<file path="config.mk">
export PLATFORM = sky130hd
export DESIGN_NAME = hall_call_manager
export DESIGN_NICKNAME = d
export VERILOG_FILES = /design/src/rtl/elevator_pkg.sv /design/src/rtl/rr_slot_finder.sv /design/src/rtl/hall_call_manager.sv
export SDC_FILE = /design/constraint.sdc
export NUM_CORES = 1
export LEC_CHECK = 0
export ABC_AREA = 1
export CAP_MARGIN = 20
export CORE_MARGIN = 3
export CORE_UTILIZATION = 25
export DETAILED_ROUTE_END_ITERATION = 7
export GPL_ROUTABILITY_DRIVEN = 0
export PLACE_DENSITY = 0.53
export SETUP_SLACK_MARGIN = 0.05
export SLEW_MARGIN = 20
export SYNTH_ARGS = -nofsm -noshare
export SYNTH_HDL_FRONTEND = slang
export SYNTH_SLANG_ARGS = --single-unit
</file>
<file path="constraint.sdc">
create_clock -name clk -period 3.07 [get_ports clk]
set_input_delay 0.614 -clock clk [delete_from_list [all_inputs] [get_ports clk]]
set_output_delay 0.614 -clock clk [all_outputs]
set_load 0.01 [all_outputs]
</file>
<file path="src/rtl/elevator_pkg.sv">
// Shared elevator definitions: building size, call direction and hall-call FSM states.
// The building dispatcher imports this package as well.
package elevator_pkg;

   localparam int unsigned NUM_FLOORS = 8;
   localparam int unsigned FLOOR_W    = $clog2(NUM_FLOORS);

   typedef enum logic {
      DIR_DOWN = 1'b0,
      DIR_UP   = 1'b1
   } dir_t;

   typedef enum logic [0:0] {
      StScan,
      StPresent
   } hall_state_e;

endpackage

</file>
<file path="src/rtl/rr_slot_finder.sv">
// Rotating find-first over the pending-slot vector, searching upward from ptr and wrapping.
module rr_slot_finder
   import elevator_pkg::*;
#(
   parameter int unsigned SLOTS  = 2 * NUM_FLOORS,
   localparam int unsigned SLOT_W = $clog2(SLOTS)
) (
   input  logic [SLOTS-1:0]  pending,
   input  logic [SLOT_W-1:0] ptr,
   output logic              hit,
   output logic [SLOT_W-1:0] slot
);

   always_comb begin
      hit  = 1'b0;
      slot = '0;
      for (int i = 0; i < SLOTS; i++) begin
         if (!hit && pending[(int'(ptr) + i) % SLOTS]) begin
            hit  = 1'b1;
            slot = SLOT_W'((int'(ptr) + i) % SLOTS);
         end
      end
   end

endmodule

</file>
<file path="src/rtl/hall_call_manager.sv">
// Latches hall up/down calls and presents them one at a time to the dispatcher,
// rotating fairly and skipping a call that is not accepted within PRESENT_TIMEOUT cycles.
module hall_call_manager #(
   parameter int unsigned NUM_FLOORS      = elevator_pkg::NUM_FLOORS,
   parameter int unsigned PRESENT_TIMEOUT = 15,
   localparam int unsigned FLOOR_W        = $clog2(NUM_FLOORS)
) (
   input  logic                  clk,
   input  logic                  rst_n,
   input  logic [NUM_FLOORS-1:0] hall_up_btn,
   input  logic [NUM_FLOORS-1:0] hall_down_btn,
   input  logic                  dispatch_elev_1,
   input  logic                  dispatch_elev_2,
   output logic                  request_valid,
   output logic [FLOOR_W-1:0]    request_floor,
   output logic                  request_dir,
   output logic [NUM_FLOORS-1:0] up_pending,
   output logic [NUM_FLOORS-1:0] down_pending
);

   import elevator_pkg::*;

   localparam int unsigned SLOTS  = 2 * NUM_FLOORS;
   localparam int unsigned SLOT_W = $clog2(SLOTS);
   localparam int unsigned CNT_W  = $clog2(PRESENT_TIMEOUT + 1);

   hall_state_e       state_q;
   logic [SLOTS-1:0]  pend_q, pend_d, set_vec, clr_vec;
   logic [SLOT_W-1:0] ptr_q, slot_q, hit_slot, ptr_next;
   logic [CNT_W-1:0]  cnt_q;
   logic              valid_q, hit, dispatch, timeout;

   assign dispatch = dispatch_elev_1 | dispatch_elev_2;
   assign timeout  = (cnt_q == CNT_W'(PRESENT_TIMEOUT - 1));
   assign ptr_next = (slot_q == SLOT_W'(SLOTS - 1)) ? '0 : slot_q + 1'b1;

   // Slot = floor*2 + dir; top-floor up and ground-floor down buttons do not exist.
   always_comb begin
      set_vec = '0;
      for (int unsigned f = 0; f < NUM_FLOORS; f++) begin
         set_vec[2*f + int'(DIR_UP)]   = hall_up_btn[f] & (f != NUM_FLOORS - 1);
         set_vec[2*f + int'(DIR_DOWN)] = hall_down_btn[f] & (f != 0);
      end
   end

   // An accepted call clears its slot even if its button is sampled high on the same edge.
   always_comb begin
      clr_vec = '0;
      if (state_q == StPresent && dispatch) begin
         clr_vec[slot_q] = 1'b1;
      end
      pend_d = (pend_q | set_vec) & ~clr_vec;
   end

   always_comb begin
      up_pending   = '0;
      down_pending = '0;
      for (int unsigned f = 0; f < NUM_FLOORS; f++) begin
         up_pending[f]   = pend_q[2*f + int'(DIR_UP)];
         down_pending[f] = pend_q[2*f + int'(DIR_DOWN)];
      end
   end

   rr_slot_finder #(
      .SLOTS (SLOTS)
   ) u_finder (
      .pending (pend_q),
      .ptr     (ptr_q),
      .hit     (hit),
      .slot    (hit_slot)
   );

   always_ff @(posedge clk or negedge rst_n) begin
      if (!rst_n) begin
         state_q <= StScan;
         pend_q  <= '0;
         ptr_q   <= '0;
         slot_q  <= '0;
         cnt_q   <= '0;
         valid_q <= 1'b0;
      end else begin
         pend_q <= pend_d;
         unique case (state_q)
            StScan: begin
               if (hit) begin
                  slot_q  <= hit_slot;
                  cnt_q   <= '0;
                  valid_q <= 1'b1;
                  state_q <= StPresent;
               end
            end
            StPresent: begin
               // Dispatch and timeout both leave; only dispatch clears the slot.
               if (dispatch || timeout) begin
                  valid_q <= 1'b0;
                  ptr_q   <= ptr_next;
                  state_q <= StScan;
               end else begin
                  cnt_q <= cnt_q + 1'b1;
               end
            end
            default: begin
               valid_q <= 1'b0;
               state_q <= StScan;
            end
         endcase
      end
   end

   assign request_valid = valid_q;
   assign request_floor = slot_q[SLOT_W-1:1];
   assign request_dir   = slot_q[0];

endmodule

</file>
After elaboration in Yosys (flattened, before gate mapping)
Index checks and enable logic that the tools add are counted.
Word-level totals
  register bits after elaboration: 30
  output and inout bits: 21
  ROM bits: 0
  bits in latches: 0
  word-level logic and storage cells: 165
  input port bits: 20
  memory bits (writable): 0
  memories kept: 0
Operators by class
  multiplexer cells: 77
  order comparisons: 18
  shift-type cells: 0
  reduce and logical (&&, ||, !) cells: 37
  add/subtract/negate cells: 17
  divide/modulo/power cells: 0
  equal/unequal tests: 5
  bitwise logic cells: 5
  $mul: 0
Operators with widths (number)
  4-bit by 5-bit less-than comparator with 1-bit output (second input constant): 17
  4-bit two-way mux: 19
  1-bit binary-select mux with 4-bit select: 16
  1-bit two-way mux: 37
  4-bit adder (second input constant): 8
  1-bit logical AND: 17
  4-bit by 3-bit adder with 4-bit output (second input constant): 4
  16-bit AND: 1
  16-bit two-way mux: 1
  16-bit inverter: 1
  16-bit by 15-bit OR with 16-bit output: 1
  1-bit logical NOT: 15
  4-bit by 1-bit adder with 4-bit output (second input constant): 3
  4-bit by 2-bit adder with 4-bit output (second input constant): 2
  4-bit == test (second input constant): 2
  4-bit case mux with 2 select lines: 1
  2-bit AND reduction: 4
  1-bit demux with 4-bit select: 1
  4-bit by 1-bit greater-or-equal comparator with 1-bit output (second input constant): 1
  2-bit != test (second input constant): 2
  1-bit case mux with 2 select lines: 2
  2-bit by 1-bit != test with 1-bit output (second input constant): 1
  1-bit logical OR: 1
  1-bit inverter: 1
  1-bit OR: 1

Logic depth before layout (Yosys ltp)
  depth after elaboration: 50
  gate-level depth with buffers: 23
  mapped depth without buffers: 22

By module
Synthesis repeated with hierarchy kept, for this count alone.
Unflattened totals
  cells, all modules: 485
  area total of the unflattened synthesis: 3114.2 um^2
By module, submodules not included
  rr_slot_finder: area each 1790.5 um^2, cells each 346, times used 1, sequential area each 0.0 um^2
  hall_call_manager: area each 1323.8 um^2, cells each 139, times used 1, sequential area each 750.7 um^2

Worst setup path before layout
OpenSTA, ideal clock, no wires.
  kind: register to register
  from: reg ptr_q[1]
  to: reg slot_q[1]
  path buffers: 3
  required time: 2954 ps
  stages on the path, launching flop included: 22
  setup time: 116 ps
  setup slack: 67 ps
  arrival: 2886 ps
  period minus slack after synthesis: 3003 ps
  cells stage by stage: dfrtp_1 -> inv_2 -> buf_4 -> ha_1 -> inv_1 -> buf_2 -> nand3_1 -> nand3_1 -> nand3_1 -> nand2_2 -> nand4_2 -> nor2_4 -> nand4_2 -> nor2_4 -> nand4_4 -> nor2_4 -> nand4_2 -> nand2_2 -> buf_6 -> nor2_1 -> nand2_1 -> nand2_1
Between the ends
  longest elaborated chain between the ends: 49
  elaborated cells between the ends (all ways): 110
  classes of those cells: add/sub: 15; mux: 64; reduce/logical: 31
Ends and longest elaborated chain
  start: declaration: line hall_call_manager.sv:29  | logic [SLOT_W-1:0] ptr_q, slot_q, hit_slot, ptr_next;
  start signal: assignment: line hall_call_manager.sv:96  | ptr_q <= ptr_next;
  parallel branches: the longest is 49 deep, another holds 4-bit by 1-bit adder with 4-bit output
  end signal: assignment: line hall_call_manager.sv:86  | slot_q <= hit_slot;
  end: declaration: line hall_call_manager.sv:29
Parallel ways; which one is timed is not known. The select of a mux whose other input is x is not followed.
A chain may end at the register's enable or synchronous reset.

Worst setup path in the final report
  from: reg ptr_q[1]
  to: reg slot_q[0]
Between the ends
  longest elaborated chain between the ends: 49
  elaborated cells between the ends (all ways): 110
  classes of those cells: add/sub: 15; mux: 64; reduce/logical: 31
Ends and longest elaborated chain
  parallel branches: the longest is 49 deep, another holds 4-bit by 1-bit adder with 4-bit output
Parallel ways; which one is timed is not known. The select of a mux whose other input is x is not followed.

==> flow_metrics.py <==
metrics = {
    "route": {
        "drt_iter0_markers": 245,
        "wl_mm": 10.7,
        "vias": 3593,
        "drc": 0,
        "first_pass_iters": 5,
        "vias_per_cell": 5.00,
        "wl_per_cell_um": 14.9,
        "antenna_left": 0,
    },
    "sta": {
        "rsz0062_at_grt": "true",
        "relSlewSlack_pct": 41.4,
        "worst_slew_pin_slew_ps": 870,
        "layout_min_cycle_time_ps": 2900,
        "period_share_pct": 94.4,
        "max_freq_mhz": 345,
        "setup_violations": 0,
        "fin_setup_tns_ps": 0,
        "setup_slack_ps": 173,
        "hold_violations": 0,
        "drv_slew": 0,
        "fin_skew_ps": 3.56,
    },
    "clock_network": {
        "clock-root-buffer": "clkbuf_16",
        "clock_sinks": 30,
        "cts_inserted_buffers": 5,
        "clockBufferDepth": 2,
        "cts_max_level": 2,
        "clk_latency_ps": 270,
        "cts_tree": "built",
        "path_clk_slew_ps": 50,
    },
    "finish": {
        "diodes": 0,
        "fin_area_mm2": 0.00450,
        "layout.nets": 607,
        "syn2layout_area_growth_pct": 48.0,
        "layout-drive-gt1-share_pct": 27.0,
        "fillers": 1192,
        "layout_commonest_cell": "nand2_1",
        "final_cell_mix": "nand2_1, nand3_1, nor2_1",
    },
    "worst_setup_path": {
        "cp_data_required_time_ps": 3280,
        "r2r_cells": 20,
        "max_stage_delay_ps": 390,
        "cpMostUsedCell": "nand2_2",
        "crit_slowest_cell": "dfrtp_1",
        "critPathKind": "flop to flop",
        "r2r_setup_slack_ps": 170,
        "r2r-start": "ptr_q[1]",
        "endpoint_kind": "flop",
        "r2r-end": "slot_q[0]",
        "crit_path_start_kind": "flop",
        "cp_cell_sequence": "inv_2 > ha_4 > buf_12 > nand3_2 > nand3_2 > nand2_2 > nand2_2 > nand2_2 > nor2_4 > nand4_1 > buf_4 > nor3_2 > nand4_1 > nor2_2 > nand2_1 > nand3b_1 > nor2_1 > nand3_1 > nand3_1 > nand2_1",
        "worstPathMaxFanout": 9,
        "worstPathArrival_ps": 3110,
    },
    "global_routing": {
        "grt_max_degree": 31,
        "grt_pass1_wl_mm": 16.3,
        "grt-ovfl-total": 0,
        "antenna_found_initial": 0,
        "grt_usage_pct": 15.2,
        "grt_pass1_vias": 3268,
    },
    "placed_design": {
        "pre_cts_ws_ps": 3.64,
        "post_dp_cell_area_mm2": 0.00377,
        "dpl.hpwl_mm": 8.21,
        "io_buffers": 38,
    },
    "synthesis": {
        "synth_edf_count": 0,
        "avgSynthCellArea_um2": 6.22,
        "synth_fp_nets": 522,
        "synthCells": 489,
        "yosysSeqAreaShare_pct": 24.7,
        "yosys_register_bits": 30,
        "synthesis.area_mm2": 0.00304,
        "synth-warning-count": 0,
        "synth_flop_cell": "dfrtp_1",
        "synthArstFlopShare_pct": 100,
        "ys_types": 30,
    },
    "floorplan": {
        "coreArea_mm2": 0.0117,
        "initial_core_util_pct": 26.1,
        "fp-row-count": 39,
        "die_y_um": 116,
        "fp.dieW_um": 116,
        "die_area_mm2": 0.0135,
        "ios": 41,
    },
    "min_path": {
        "worstHoldStart": "request_valid",
        "hold_depth": 2,
        "holdCritPathClass": "flop to flop",
        "min_to": "request_valid",
    },
    "run": {
        "maxCapViolCount": 0,
    },
    "status": {
        "status": "finished clean",
    },
}
## worst max-delay path by stage
stage	from	end	slack [ps]	depth (start not counted)
finish	ptr_q[1]	slot_q[0]	170	20
global route	ptr_q[1]	slot_q[0]	-30	20
CTS	ptr_q[1]	slot_q[2]	50	22
detailed placement	ptr_q[1]	slot_q[0]	4	18
global placement	ptr_q[1]	slot_q[2]	60	19
floorplan	ptr_q[1]	slot_q[1]	70	21
## critical path, delay by kind of cell, from the launching register on
kind	cells	cell delay, ps
adders and majority gates	1	320
DFF	1	390
and+or+nand+nor	16	1720
buffers and inverters	3	400
## per-stage QoR
| stage | utilization, % | cells | hold WS [ps] |
|---|---|---|---|
| floorplan | - | 489 | 318 |
| global placement | 32.3 | 691 | 515 |
| detailed placement | 32.3 | 691 | 509 |
| CTS | 33.7 | 699 | 530 |
| global route | 38.6 | 718 | 546 |
| finish | 38.6 | 718 | 527 |
## area by class of cell
| cell class | count | area, um^2 | share of cell area (%) |
|---|---|---|---|
| clock buffers | 7 | 143 | 3.17 |
| clock inverters | 1 | 5.00 | 0.111 |
| inverters | 53 | 205 | 4.56 |
| multi-input cells | 394 | 2400 | 53.4 |
| flip-flops and latches | 30 | 751 | 16.7 |
| well taps | 143 | 179 | 3.98 |
| repair buffers | 89 | 808 | 18.0 |
| repair inverters | 1 | 7.51 | 0.167 |
## kinds of logic (layout without fill, tap and decap cells)
group	count (synthesis)	after routing	share of synthesized area, %
xor gates and xnor gates	12	12	3.46
AOI/OAI and AO/OA	42	42	7.82
buffers and inverters	66	151	9.39
and+or+nand+nor	325	326	48.9
muxes	1	1	0.329
adders and majority gates	13	13	5.35
DFF	30	30	24.7
## metal layers
layer  part of all wire [%]  GRT usage, %  vias up
met3                    3.7          1.66       16
met5                      0             0        -
met1                     46          21.1     1681
met2                     48          25.0       97
li1                       -             -     1799
met4                    1.6          4.49        0
## synthesized netlist by cell type (2+ instances only)
cell type,number,area share [%]
inv_1,49,6.1
buf_2,4,0.66
nand2_1,127,16
xor2_1,9,2.6
buf_6,2,0.74
inv_2,3,0.37
o21ai_0,8,1.3
xnor2_1,3,0.86
nand3_1,103,17
ha_1,13,5.4
o2111ai_1,2,0.58
a31oi_1,12,2.5
o21ai_1,7,1.2
dfrtp_1,30,25
nand4_2,4,1.6
nor3_1,3,0.49
nand4_1,12,2.5
nor2_4,4,1.5
buf_4,4,0.99
nand3b_1,2,0.49
clkbuf_1,3,0.37
a21oi_1,11,1.8
nand2_2,5,1.0
nor2_1,63,7.8
## registers in the layout, summed over array words and instances (netlist names)
| signal | cells |
|---|---|
| cnt_q | 4 |
| pend_q | 16 |
| ptr_q | 4 |
| request_valid | 1 |
| slot_q | 4 |
| state_q | 1 |
## what timing repair did
item                                    4_1_cts  5_1_grt
buffers inserted                              0       17
endpoints found under the setup margin        6       10
cloned                                        0        2
hold buffers                                  0        0
pin swaps                                     0       37
gates resized for setup                       2       95
Power is left out: the tool's default activity adds up to more than one toggle a clock period on the data nets, which glitch-free logic cannot reach.
